--- config.mk ---
export PLATFORM = sky130hd
export DESIGN_NAME = wb_arbiter_flat
export DESIGN_NICKNAME = d
export VERILOG_FILES = /design/src/rtl/wb_arbiter_if.sv /design/src/rtl/wb_arbiter.sv /design/src/flat_wrapper.sv
export SDC_FILE = /design/constraint.sdc
export NUM_CORES = 1
export LEC_CHECK = 0
export CAP_MARGIN = 10
export CORE_ASPECT_RATIO = 1.75
export CORE_UTILIZATION = 52
export CTS_BUF_LIST = sky130_fd_sc_hd__clkbuf_8
export CTS_CLUSTER_SIZE = 14
export DETAILED_ROUTE_END_ITERATION = 10
export PLACE_DENSITY = 0.83
export SLEW_MARGIN = 10
export SYNTH_ARGS = -nofsm -noshare
export SYNTH_HDL_FRONTEND = slang
export SYNTH_SLANG_ARGS = --single-unit
--- constraint.sdc ---
create_clock -name clk -period 3.4 [get_ports clk]
set_clock_uncertainty 0.15 [all_clocks]
set_input_delay 0.51 -clock clk [delete_from_list [all_inputs] [get_ports clk]]
set_output_delay 0.51 -clock clk [all_outputs]
set_load 0.02 [all_outputs]
--- src/rtl/wb_arbiter_if.sv ---
// wb_arbiter_if: ALU/LSU request, register-file write and forwarding signals of the writeback arbiter
interface wb_arbiter_if #(parameter int LSU_DEPTH = 4);
  logic alu_valid, alu_ready;
  logic [4:0] alu_rd;
  logic [31:0] alu_data;
  logic lsu_valid, lsu_ready;
  logic [4:0] lsu_rd;
  logic [31:0] lsu_data;
  logic wb_we;
  logic [4:0] wb_rd_addr;
  logic [31:0] wb_rd_data;
  logic [4:0] fwd_rs1_addr, fwd_rs2_addr;
  logic fwd_rs1_hit, fwd_rs2_hit;
  logic [31:0] fwd_rs1_data, fwd_rs2_data;
  logic [$clog2(LSU_DEPTH):0] fifo_count;
  logic busy;
  modport master (
    output alu_valid, alu_rd, alu_data, lsu_valid, lsu_rd, lsu_data, fwd_rs1_addr, fwd_rs2_addr,
    input alu_ready, lsu_ready, wb_we, wb_rd_addr, wb_rd_data, fwd_rs1_hit, fwd_rs1_data,
    input fwd_rs2_hit, fwd_rs2_data, fifo_count, busy
  );
  modport slave (
    input alu_valid, alu_rd, alu_data, lsu_valid, lsu_rd, lsu_data, fwd_rs1_addr, fwd_rs2_addr,
    output alu_ready, lsu_ready, wb_we, wb_rd_addr, wb_rd_data, fwd_rs1_hit, fwd_rs1_data,
    output fwd_rs2_hit, fwd_rs2_data, fifo_count, busy
  );
endinterface

--- src/rtl/wb_arbiter.sv ---
// wb_arbiter: ALU-priority writeback arbiter with LSU FIFO, anti-starvation and optional forwarding (WB_FWD_EN)
module wb_arbiter #(
  parameter int LSU_DEPTH = 4,
  parameter int STARVE_LIMIT = 8
) (
  input logic clk,
  input logic rst,
  wb_arbiter_if.slave bus
);
  localparam int AW = $clog2(LSU_DEPTH);
  localparam int SW = $clog2(STARVE_LIMIT + 1);
  localparam logic [AW:0] FULL = LSU_DEPTH[AW:0];
  localparam logic [SW-1:0] LIMIT = STARVE_LIMIT[SW-1:0];
  logic [4:0] f_rd [LSU_DEPTH];
  logic [31:0] f_data [LSU_DEPTH];
  logic [AW-1:0] rp, wp;
  logic [AW:0] cnt;
  logic [SW-1:0] sc;
  logic we_q;
  logic [4:0] addr_q;
  logic [31:0] data_q;
  logic empty, starve_block, alu_fire, push, pop;
  assign empty = cnt == '0;
  assign starve_block = sc == LIMIT && !empty;
  assign bus.alu_ready = !rst && !starve_block;
  assign bus.lsu_ready = !rst && cnt < FULL;
  assign alu_fire = bus.alu_valid && bus.alu_ready;
  assign pop = !alu_fire && !empty;
  assign push = bus.lsu_valid && bus.lsu_ready && bus.lsu_rd != 5'd0;
  assign bus.wb_we = we_q;
  assign bus.wb_rd_addr = addr_q;
  assign bus.wb_rd_data = data_q;
  assign bus.fifo_count = cnt;
  assign bus.busy = !empty || we_q;
  // LSU result FIFO: circular buffer, push and pop may happen in the same cycle
  always_ff @(posedge clk) begin
    if (rst) begin
      rp <= '0;
      wp <= '0;
      cnt <= '0;
    end else begin
      if (push) begin
        f_rd[wp] <= bus.lsu_rd;
        f_data[wp] <= bus.lsu_data;
        wp <= wp + 1'b1;
      end
      if (pop) rp <= rp + 1'b1;
      cnt <= cnt + {{AW{1'b0}}, push} - {{AW{1'b0}}, pop};
    end
  end
  // Registered output stage: ALU wins unless blocked, otherwise drain the FIFO head
  always_ff @(posedge clk) begin
    if (rst) begin
      we_q <= 1'b0;
      addr_q <= '0;
      data_q <= '0;
    end else if (alu_fire) begin
      we_q <= bus.alu_rd != 5'd0;
      addr_q <= bus.alu_rd;
      data_q <= bus.alu_data;
    end else if (pop) begin
      we_q <= 1'b1;
      addr_q <= f_rd[rp];
      data_q <= f_data[rp];
    end else begin
      we_q <= 1'b0;
    end
  end
  // Starve counter: counts ALU wins over a waiting FIFO head, saturating at the limit
  always_ff @(posedge clk) begin
    if (rst || empty || pop) sc <= '0;
    else if (alu_fire && sc != LIMIT) sc <= sc + 1'b1;
  end
`ifdef WB_FWD_EN
  function automatic logic [32:0] lookup(input logic [4:0] a);
    logic [32:0] r;
    logic [AW-1:0] idx;
    r = (we_q && addr_q == a) ? {1'b1, data_q} : 33'd0;
    for (int i = 0; i < LSU_DEPTH; i++) begin
      idx = rp + i[AW-1:0];
      if (i < int'(cnt) && f_rd[idx] == a) r = {1'b1, f_data[idx]};
    end
    return a == 5'd0 ? 33'd0 : r;
  endfunction
  assign {bus.fwd_rs1_hit, bus.fwd_rs1_data} = lookup(bus.fwd_rs1_addr);
  assign {bus.fwd_rs2_hit, bus.fwd_rs2_data} = lookup(bus.fwd_rs2_addr);
`else
  logic unused_fwd;
  assign unused_fwd = ^{bus.fwd_rs1_addr, bus.fwd_rs2_addr};
  assign bus.fwd_rs1_hit = 1'b0;
  assign bus.fwd_rs1_data = '0;
  assign bus.fwd_rs2_hit = 1'b0;
  assign bus.fwd_rs2_data = '0;
`endif
endmodule

--- src/flat_wrapper.sv ---
// flat-port wrapper written by rule: the top's interface ports become plain ports
module wb_arbiter_flat 
#(
  parameter int LSU_DEPTH = 4,
  parameter int STARVE_LIMIT = 8
)
  (clk, rst, bus_alu_valid, bus_alu_rd, bus_alu_data, bus_lsu_valid, bus_lsu_rd, bus_lsu_data, bus_fwd_rs1_addr, bus_fwd_rs2_addr, bus_alu_ready, bus_lsu_ready, bus_wb_we, bus_wb_rd_addr, bus_wb_rd_data, bus_fwd_rs1_hit, bus_fwd_rs1_data, bus_fwd_rs2_hit, bus_fwd_rs2_data, bus_fifo_count, bus_busy);
  wb_arbiter_if #(.LSU_DEPTH(LSU_DEPTH)) bus_i ();
  input logic clk;
  input logic rst;
  input wire logic [$bits(bus_i.alu_valid)-1:0] bus_alu_valid;
  input wire logic [$bits(bus_i.alu_rd)-1:0] bus_alu_rd;
  input wire logic [$bits(bus_i.alu_data)-1:0] bus_alu_data;
  input wire logic [$bits(bus_i.lsu_valid)-1:0] bus_lsu_valid;
  input wire logic [$bits(bus_i.lsu_rd)-1:0] bus_lsu_rd;
  input wire logic [$bits(bus_i.lsu_data)-1:0] bus_lsu_data;
  input wire logic [$bits(bus_i.fwd_rs1_addr)-1:0] bus_fwd_rs1_addr;
  input wire logic [$bits(bus_i.fwd_rs2_addr)-1:0] bus_fwd_rs2_addr;
  output wire logic [$bits(bus_i.alu_ready)-1:0] bus_alu_ready;
  output wire logic [$bits(bus_i.lsu_ready)-1:0] bus_lsu_ready;
  output wire logic [$bits(bus_i.wb_we)-1:0] bus_wb_we;
  output wire logic [$bits(bus_i.wb_rd_addr)-1:0] bus_wb_rd_addr;
  output wire logic [$bits(bus_i.wb_rd_data)-1:0] bus_wb_rd_data;
  output wire logic [$bits(bus_i.fwd_rs1_hit)-1:0] bus_fwd_rs1_hit;
  output wire logic [$bits(bus_i.fwd_rs1_data)-1:0] bus_fwd_rs1_data;
  output wire logic [$bits(bus_i.fwd_rs2_hit)-1:0] bus_fwd_rs2_hit;
  output wire logic [$bits(bus_i.fwd_rs2_data)-1:0] bus_fwd_rs2_data;
  output wire logic [$bits(bus_i.fifo_count)-1:0] bus_fifo_count;
  output wire logic [$bits(bus_i.busy)-1:0] bus_busy;
  assign bus_i.alu_valid = bus_alu_valid;
  assign bus_i.alu_rd = bus_alu_rd;
  assign bus_i.alu_data = bus_alu_data;
  assign bus_i.lsu_valid = bus_lsu_valid;
  assign bus_i.lsu_rd = bus_lsu_rd;
  assign bus_i.lsu_data = bus_lsu_data;
  assign bus_i.fwd_rs1_addr = bus_fwd_rs1_addr;
  assign bus_i.fwd_rs2_addr = bus_fwd_rs2_addr;
  assign bus_alu_ready = bus_i.alu_ready;
  assign bus_lsu_ready = bus_i.lsu_ready;
  assign bus_wb_we = bus_i.wb_we;
  assign bus_wb_rd_addr = bus_i.wb_rd_addr;
  assign bus_wb_rd_data = bus_i.wb_rd_data;
  assign bus_fwd_rs1_hit = bus_i.fwd_rs1_hit;
  assign bus_fwd_rs1_data = bus_i.fwd_rs1_data;
  assign bus_fwd_rs2_hit = bus_i.fwd_rs2_hit;
  assign bus_fwd_rs2_data = bus_i.fwd_rs2_data;
  assign bus_fifo_count = bus_i.fifo_count;
  assign bus_busy = bus_i.busy;
  wb_arbiter #(.LSU_DEPTH(LSU_DEPTH), .STARVE_LIMIT(STARVE_LIMIT)) u_core (.clk(clk), .rst(rst), .bus(bus_i));
endmodule
# Word-level counts from Yosys, hierarchy flattened
# Memory sizes are Yosys's and may differ from the RTL's. A register that Yosys moved wholly into a read port is not among the register bits.
# Cells that the tools add are included.
[totals] in_bits=88 register_bits=49 output_inout_bits=110 mem_bits_rw=148 memories=2 word_cells=49
[mem_list] name="u_core.f_data" words=4 word_bits=32 read_ports=1 rd_ports_with_merged_regs=1 write_ports=1 line_no="wb_arbiter.sv:15" source="logic [31:0] f_data [LSU_DEPTH];"
[mem_list] name="u_core.f_rd" words=4 word_bits=5 read_ports=1 rd_ports_with_merged_regs=1 write_ports=1 line_no="wb_arbiter.sv:14" source="logic [4:0] f_rd [LSU_DEPTH];"
[op_classes] n_eq_ne=2 muxes=13 addsub=5 n_reduce_logical=19 magnitude_cmp=1
[ops] op="$mux 32" count=2
[ops] op="$mux 5" count=2
[ops] op="$reduce_bool 5->1" count=2
[ops] op="$logic_and 1x1->1" count=8
[ops] op="$mux 2" count=4
[ops] op="$mux 1" count=5
[ops] op="$add 2x1->2 const B" count=2
[ops] op="$add 4x1->4 const B" count=1
[ops] op="$eq 4x4->1 const B" count=1
[ops] op="$logic_not 1->1" count=4
[ops] op="$ne 4x4->1 const B" count=1
[ops] op="$add 3x1->3" count=1
[ops] op="$logic_not 3->1" count=1
[ops] op="$logic_or 1x1->1" count=3
[ops] op="$lt 3x3->1 const B" count=1
[ops] op="$sub 3x1->3" count=1
[ops] op="$reduce_bool 2->1" count=1

# Longest topological paths before layout
[logic_depth] ltp_word=10 ltp_mapped=14 mapped_depth_nobuf=13

# Worst setup path before layout
# OpenSTA, ideal clock, no wires.
[synth_timing] path_kind="input-to-reg" startpoint="input rst" endpoint="memory u_core.f_data[1][0] (enable)" path_slack_ns=0.636 cell_stages=4 setup_time_ns=0.398 path_buffers=1 arrival_ns=2.216 cell_sequence="nor2_1 > o211a_1 > clkbuf_1 > and2_1"
[synth_between] elab_chain_len=7
[synth_rtl] element="start: declaration" line_no="flat_wrapper.sv:10" source="input logic rst;"
[synth_rtl] element="$logic_not 1->1" line_no="wb_arbiter.sv:26" source="assign bus.lsu_ready = !rst && cnt < FULL;"
[synth_rtl] element="$logic_and 1x1->1" line_no="wb_arbiter.sv:26"
[synth_rtl] element="$logic_and 1x1->1 (2 in series)" line_no="wb_arbiter.sv:29" source="assign push = bus.lsu_valid && bus.lsu_ready && bus.lsu_rd != 5'd0;"
[synth_rtl] element="$mux 1" line_no="wb_arbiter.sv:42" source="if (push) begin"
[synth_rtl] element="$mux 1 *" line_no="wb_arbiter.sv:37" source="if (rst) begin"
[synth_rtl] element="$mux 1 (not written as such) *" line_no="wb_arbiter.sv:44" source="f_data[wp] <= bus.lsu_data;"
[synth_rtl] element="end: declaration" line_no="wb_arbiter.sv:15"
# Every way passes the cells marked *; elsewhere a longest branch is shown, timed or not.

# Worst setup path after layout
[layout_timing] startpoint="register u_core.cnt[2], in the netlist u_core.bus.fifo_count[2]" endpoint="output bus_alu_ready"
[layout_between] elab_chain_len=5
[layout_rtl] element="start: declaration" line_no="wb_arbiter.sv:17" source="logic [AW:0] cnt;"
[layout_rtl] element="start signal: assignment" line_no="wb_arbiter.sv:48" source="cnt <= cnt + {{AW{1'b0}}, push} - {{AW{1'b0}}, pop};"
[layout_rtl] element="$logic_not 3->1" line_no="wb_arbiter.sv:23" source="assign empty = cnt == '0;"
[layout_rtl] element="$logic_not 1->1" line_no="wb_arbiter.sv:24" source="assign starve_block = sc == LIMIT && !empty;"
[layout_rtl] element="$logic_and 1x1->1" line_no="wb_arbiter.sv:24"
[layout_rtl] element="$logic_not 1->1" line_no="wb_arbiter.sv:25" source="assign bus.alu_ready = !rst && !starve_block;"
[layout_rtl] element="$logic_and 1x1->1" line_no="wb_arbiter.sv:25"
[layout_rtl] element="end: declaration" line_no="flat_wrapper.sv:19" source="output wire logic [$bits(bus_i.alu_ready)-1:0] bus_alu_ready;"
# No other way between the ends.

==> results.toml <==
[yosys]
synth_edf_count = 148
synth_top_area_share_pct = 53.5
yosys_warnings = 0
synth_area_leaders = "edfxtp_1, dfxtp_1, mux4_2"
ys_seq_area_share_pct = 65.8
netlist_area_sq_mm = 0.00830
syn_area_per_cell_sq_um = 15.3
synthCells = 543
netlist-cell-type-count = 33
synth_largest_area_cell = "edfxtp_1"
ys_ff_latch = 199
synthArstFlopShare_pct = 0
synth_most_common_cell = "edfxtp_1"
yosys-top-cells-count = "edfxtp_1, nand2_1, buf_4"
ys.flop_type = "edfxtp_1"

[clocking]
clk_pin_slew_ps = 110
postCtsSetupBuffers = 0
cts-buffers-inserted = 17
cts_max_level = 4
cts_resized = 0
clock_sinks = 199
cts_hold_buf = 0
clk_path_buf_depth = 2
clock_latency_ps = 470
cts_tree = "done"
cts_root_buf = "clkbuf_8"

[timing]
tightest_slew_ps = 1010
fin_crit_ps = 3130
finalSetupViolCount = 0
fin_setup_tns_ps = 0
maxSlewHeadroom_pct = 32.5
finalMaxSlewViolations = 0
max_freq_mhz = 320
hold_violations = 0
rsz0062_at_grt = "false"
period_share_pct = 92.0

[die]
die-area_sq_mm = 0.0165
boundaryPins = 198
die_x_microns = 97.5
initial_core_util_pct = 53.7
placementRows = 60
core_sq_mm = 0.0155
die_h_microns = 169

[power]
vdd_drop_max_mv = 0.402
p_leak_nw = 3.35
finalPower_mw = 6.51
power.density_mw_per_mm2 = 666

[cells_and_area]
fillerInstances = 1111
final_cell_area_sq_mm = 0.00979
drive_gt1_share_pct = 16.9
area_growth_pct = 17.9
layout.nets = 752

[drt]
wl_mm = 15.6
drt_iter0_drc = 255
first_pass_iters = 4
wl_per_cell_microns = 18.2
detail-route-antenna-nets = 0
detail_route.vias_per_cell = 5.39
drc_errors = 0
vias = 4611

[min_path]
min_path_type = "flip-flop to flip-flop"
hold_start = "u_core.sc[0]$_SDFFE_PP0P_"

[grt]
grt_pass1_wl_mm = 24.4
grt_max_degree = 76
overflow = 0
grt_pass1_vias = 4747
grt_antenna_before_repair = 2
grt_use_total_pct = 19.7

[place]
gp_congestion = 0.731
io_buffer_count = 121
place_area_sq_mm = 0.00939
hpwl_mm = 10.2

[critical_path]
cp_data_required_time_ps = 2740
crit_arrival_ps = 2470
start_kind = "flip-flop"
cp_max_fo = 41
crit_type = "flip-flop to output port"
critPathLaunch = "u_core.bus.fifo_count[2]$_SDFF_PP0_"
rr_startpoint = "u_core.sc[0]$_SDFFE_PP0P_"
end_kind = "output port"

[job]
cap_violations = 0

[outcome]
status = "complete, no violations"
-- critical path: stages (launching register included) --
cell	delay, ps
dfxtp_1	370
or3_2	500
buf_4	300
a21oi_1	200
clkdlybuf4s50_1	620
-- through the flow --
step           hold slack, ps  setup slack (ps)  instances  util (%)
3_5_place_dp              308               388        822      60.7
3_3_place_gp              290               479        822      60.7
5_1_grt                   353               184        856      63.3
2_1_floorplan             280               636        608         -
6_report                  331               272        856      63.3
4_1_cts                   334               241        854      63.3
-- metal layers --
layer | up-vias | track usage, % | part of all wire (%)
li1 | 2091 | - | -
met1 | 2291 | 21.7 | 37
met2 | 201 | 36.4 | 55
met3 | 28 | 3.50 | 4.9
met4 | 0 | 9.14 | 2.8
met5 | - | 0 | 0
-- path summary, 6_finish.rpt --
path	end	slack, ps	cells past startpoint
min	u_core.sc[0]$_SDFFE_PP0P_	330	1
min reg2reg	u_core.sc[0]$_SDFFE_PP0P_	330	1
max reg2reg	u_core.bus.fifo_count[2]$_SDFF_PP0_	580	13
max	bus_alu_ready	270	4
-- state kept, by name (all words and copies together) (netlist names), named ones only --
register and flops:
u_core.bus.fifo_count 3, u_core.bus.wb_rd_addr 5, u_core.bus.wb_rd_data 32, u_core.bus.wb_we 1
u_core.f_data 128, u_core.f_rd 20, u_core.rp 2, u_core.sc 4
u_core.wp 2
-- logic make-up (layout without fill, tap and decap cells) --
family | count (synthesis) | after routing | synth area share (%)
adder cells (fa/ha/maj) | 9 | 9 | 1.45
AO/OA/AOI/OAI | 44 | 44 | 6.74
other | 1 | 68 | 0.0452
flip-flops | 199 | 199 | 65.8
multiplexers | 38 | 38 | 10.2
AND/OR/NAND/NOR | 139 | 139 | 6.70
buffers and inverters | 106 | 166 | 8.36
XOR/XNOR | 7 | 7 | 0.738
-- layout by cell type (no fill, tap or decap), drive strengths merged, types with 3 or more instances in the layout --
master           n
clkbuf          18
conb            66
ha               8
nor2            51
mux4            37
inv             16
clkdlybuf4s50  120
nand2           75
and2             4
clkinv           4
buf              6
xor2             4
xnor2            3
edfxtp         148
dfxtp           51
a311oi          37
-- power by group --
part / internal (mW) / total (mW) / switching, mW / leakage, nW
registers: 2.85 / 3.06 / 0.218 / 1.76
clock network: 0.620 / 1.46 / 0.838 / 0.199
logic: 0.947 / 1.99 / 1.05 / 1.39
total: 4.41 / 6.51 / 2.10 / 3.35
-- area by class of cell --
cell class | instances | area, sq um | share of cell area (%)
timing repair buffer | 126 | 1260 | 12.8
clock inverter | 14 | 140 | 1.43
inverter | 8 | 30.0 | 0.307
multi-input combinational | 303 | 2410 | 24.6
tap | 186 | 233 | 2.38
sequential | 199 | 5470 | 55.9
antenna | 2 | 5.00 | 0.0511
clock buffer | 18 | 248 | 2.53
Note: power is estimated with default switching activity, not from simulation.
==> variant, RTL diff (config.mk and constraints unchanged) <==
Build with the macro `WB_FWD_EN` defined.
--- a/src/rtl/wb_arbiter.sv
+++ b/src/rtl/wb_arbiter.sv
@@ -1,4 +1,6 @@
 // wb_arbiter: ALU-priority writeback arbiter with LSU FIFO, anti-starvation and optional forwarding (WB_FWD_EN)
+`define WB_FWD_EN
+
 module wb_arbiter #(
   parameter int LSU_DEPTH = 4,
   parameter int STARVE_LIMIT = 8
Check against the original RTL: not equivalent (Yosys sat finds a counterexample within 4 cycles, from zero or initial values and one cycle with rst high).
==> variant against the original RTL <==
  * Worst setup slack lost 1100 ps
  * Power is 80% higher
  * First-iteration DRC count grew to 6.0 times the old value
  * Count of clock-buffer cells in the layout down 1
  * Sequential cell count did not move
  * Area after synthesis grew 62%
  * Largest cell class is now multi-input gates
  * The flow now finishes with violations (negative setup slack)
  * Synthesized cell count up 120%
  * Clock power up 21%
  * Wire length grew to 3.2 times the old value
  * Final area is 82% higher
  * Highest routed layer unchanged
==> variant: results (changes against the original RTL) <==
| Metric | Value |
|---|---|
| Outcome | `finished, violations left` |
| Failing checks | `negative setup slack` |
| Share of the synthesized area in the top cell type | `33.02% (-20 points)` |
| Setup WS pre-CTS | `-665.9 ps (-1054 ps)` |
| Hold Path Cell Cnt | `2 (+1)` |
| Crit path launch | `u_core.rp[1]$_SDFFE_PP0P_` |
| Largest family of logic cells by synthesized area | `compound AO/OA/AOI/OAI gates` |
| Worst Reg2Reg Path Length in Cells | `9 (-4)` |
| Syn Area/Cell | `11.14 sq um (-27%)` |
| CP max stage delay | `530 ps (-90 ps)` |
| Clk_lat worst skew | `530 ps (+60 ps)` |
| Xor/xnor share of the synthesized area | `3.774% (+3.0 points)` |
| R2R Setup Slk | `620 ps (+40 ps)` |
| Peak VDD IR | `0.5691 mV (+42%)` |
| Synth Area in Adders | `0.9854% (-0.46 points)` |
| TritonCTS Buffers | `17 (unchanged)` |
| Crit path DAT | `3530 ps (+1060 ps)` |
| CP Capture Point | `bus_fwd_rs1_data[18]` |
| Post-synthesis compound-gate area fraction | `19.82% (+13 points)` |
| Register area share after synthesis | `40.61% (-25 points)` |
| Vias per inst | `7.180 (+33%)` |
| Pin count of the biggest net entering global routing | `64 (-16%)` |
| Gr usage total | `37.47% (+18 points)` |
| Port bufs | `197 (+63%)` |
| HP Start | `u_core.bus.wb_rd_data[6]$_SDFFE_PP0P_` |
| Fin nets | `1,555 (+110%)` |
| Mux cell area share after synthesis | `19.41% (+9.3 points)` |
| Cell variety after synth | `37 (+12%)` |
| Placed Cells | `1,712 (+110%)` |
| Antenna violations before repair | `7 (+5)` |
| # setup viols final | `66 (+66)` |
| Routed WL | `50.11 mm (+220%)` |
| First-pass GRT wire length | `73.04 mm (+200%)` |
| Slew margin rel. | `52.03% (+20 points)` |
| Final setup margin | `-791.2 ps (-1063 ps)` |
| P_leak | `0.006221 uW (+86%)` |
| GPL Wtd Cong | `0.9091 (+24%)` |
| Area contributors post-synth | `edfxtp_1 (33%), mux4_2 (14%), a221o_1 (9.5%), dfxtp_1 (7.6%), nor2_1 (4.2%)` |
| First DRT Iteration DRCs | `1,526 (+500%)` |
| Worst Hold End | `u_core.bus.wb_rd_data[6]$_SDFFE_PP0P_` |
| Detailed Place HPWL | `31.74 mm (+210%)` |
| Critical path's slowest cell | `mux4_2` |
| Synth cell count leaders | `nor2_1 (149), edfxtp_1 (148), a221o_1 (128)` |
| Post-DR wirelength/cell | `27.93 um (+53%)` |
| Vias in the first global route | `12,750 (+170%)` |
| Proportion of layout cells with a drive suffix above 1 | `32.04% (+15 points)` |
| TritonRoute pass-1 iters | `5 (+1)` |
| RR Startpoint | `u_core.bus.fifo_count[2]$_SDFF_PP0_` |
| Worst-path fanout max | `6 (-85%)` |
-- variant: cell types whose count changed after synthesis, moves of 32 or more --
cell / unedited run / this run
and2_1: 4 / 38
nor2_1: 51 / 149
nand2_1: 75 / 115
o21ba_2: 0 / 32
o21ai_0: 1 / 34
mux2i_1: 1 / 36
clkbuf_1: 15 / 88
buf_4: 70 / 0
mux4_2: 37 / 84
mux2_2: 0 / 32
a211oi_1: 0 / 66
a221o_1: 0 / 128
-- variant: metal layers --
layer | global-route usage, % | part of all wire, % | vias up
met2 | 61.22 | 49 | 1051
met4 | 31.29 | 9.2 | 0
met3 | 9.342 | 9.8 | 361
met1 | 39.65 | 32 | 6206
li1 | - | - | 5263
met5 | 0 | 0 | -
-- variant: layout make-up --
cell class,count,area (sq um)
multi-input combinational,872,7766
sequential,199,5478
clock buffer,17,234.0
inverter,8,30.03
timing repair buffer,359,3679
tap,316,395.4
fill,1739,7518
antenna,8,20.02
clock inverter,15,217.7
-- variant: power by group --
| part | internal, uW | switching (uW) | total, uW |
|---|---|---|---|
| Clock | 820 | 937 | 1760 |
| Sequential | 2870 | 313 | 3180 |
| Combinational | 3140 | 3660 | 6800 |
-- variant: per-stage QoR --
stage / TNS [ps] / hold slack, ps / instance area (sq um) / total power (uW) / util, %
floorplan: 0 / 358.0 / 13460 / 7126 / -
global placement: -36390 / 346.3 / 16670 / 9215 / 65.79
detailed placement: -35720 / 357.7 / 16670 / 9324 / 65.79
CTS: -35150 / 371.5 / 17470 / 11250 / 68.95
global route: -47660 / 400.8 / 17820 / 12150 / 70.33
finish: -42830 / 367.4 / 17820 / 11750 / 70.33
-- variant: timing repair --
action / 4_1_cts / 5_1_grt
cloned: 3 / 2
pin swaps: 14 / 33
resized for setup: 346 / 70
endpoints found under the setup margin: 66 / 66
setup buffers: 31 / 11
hold buffers: 0 / 0
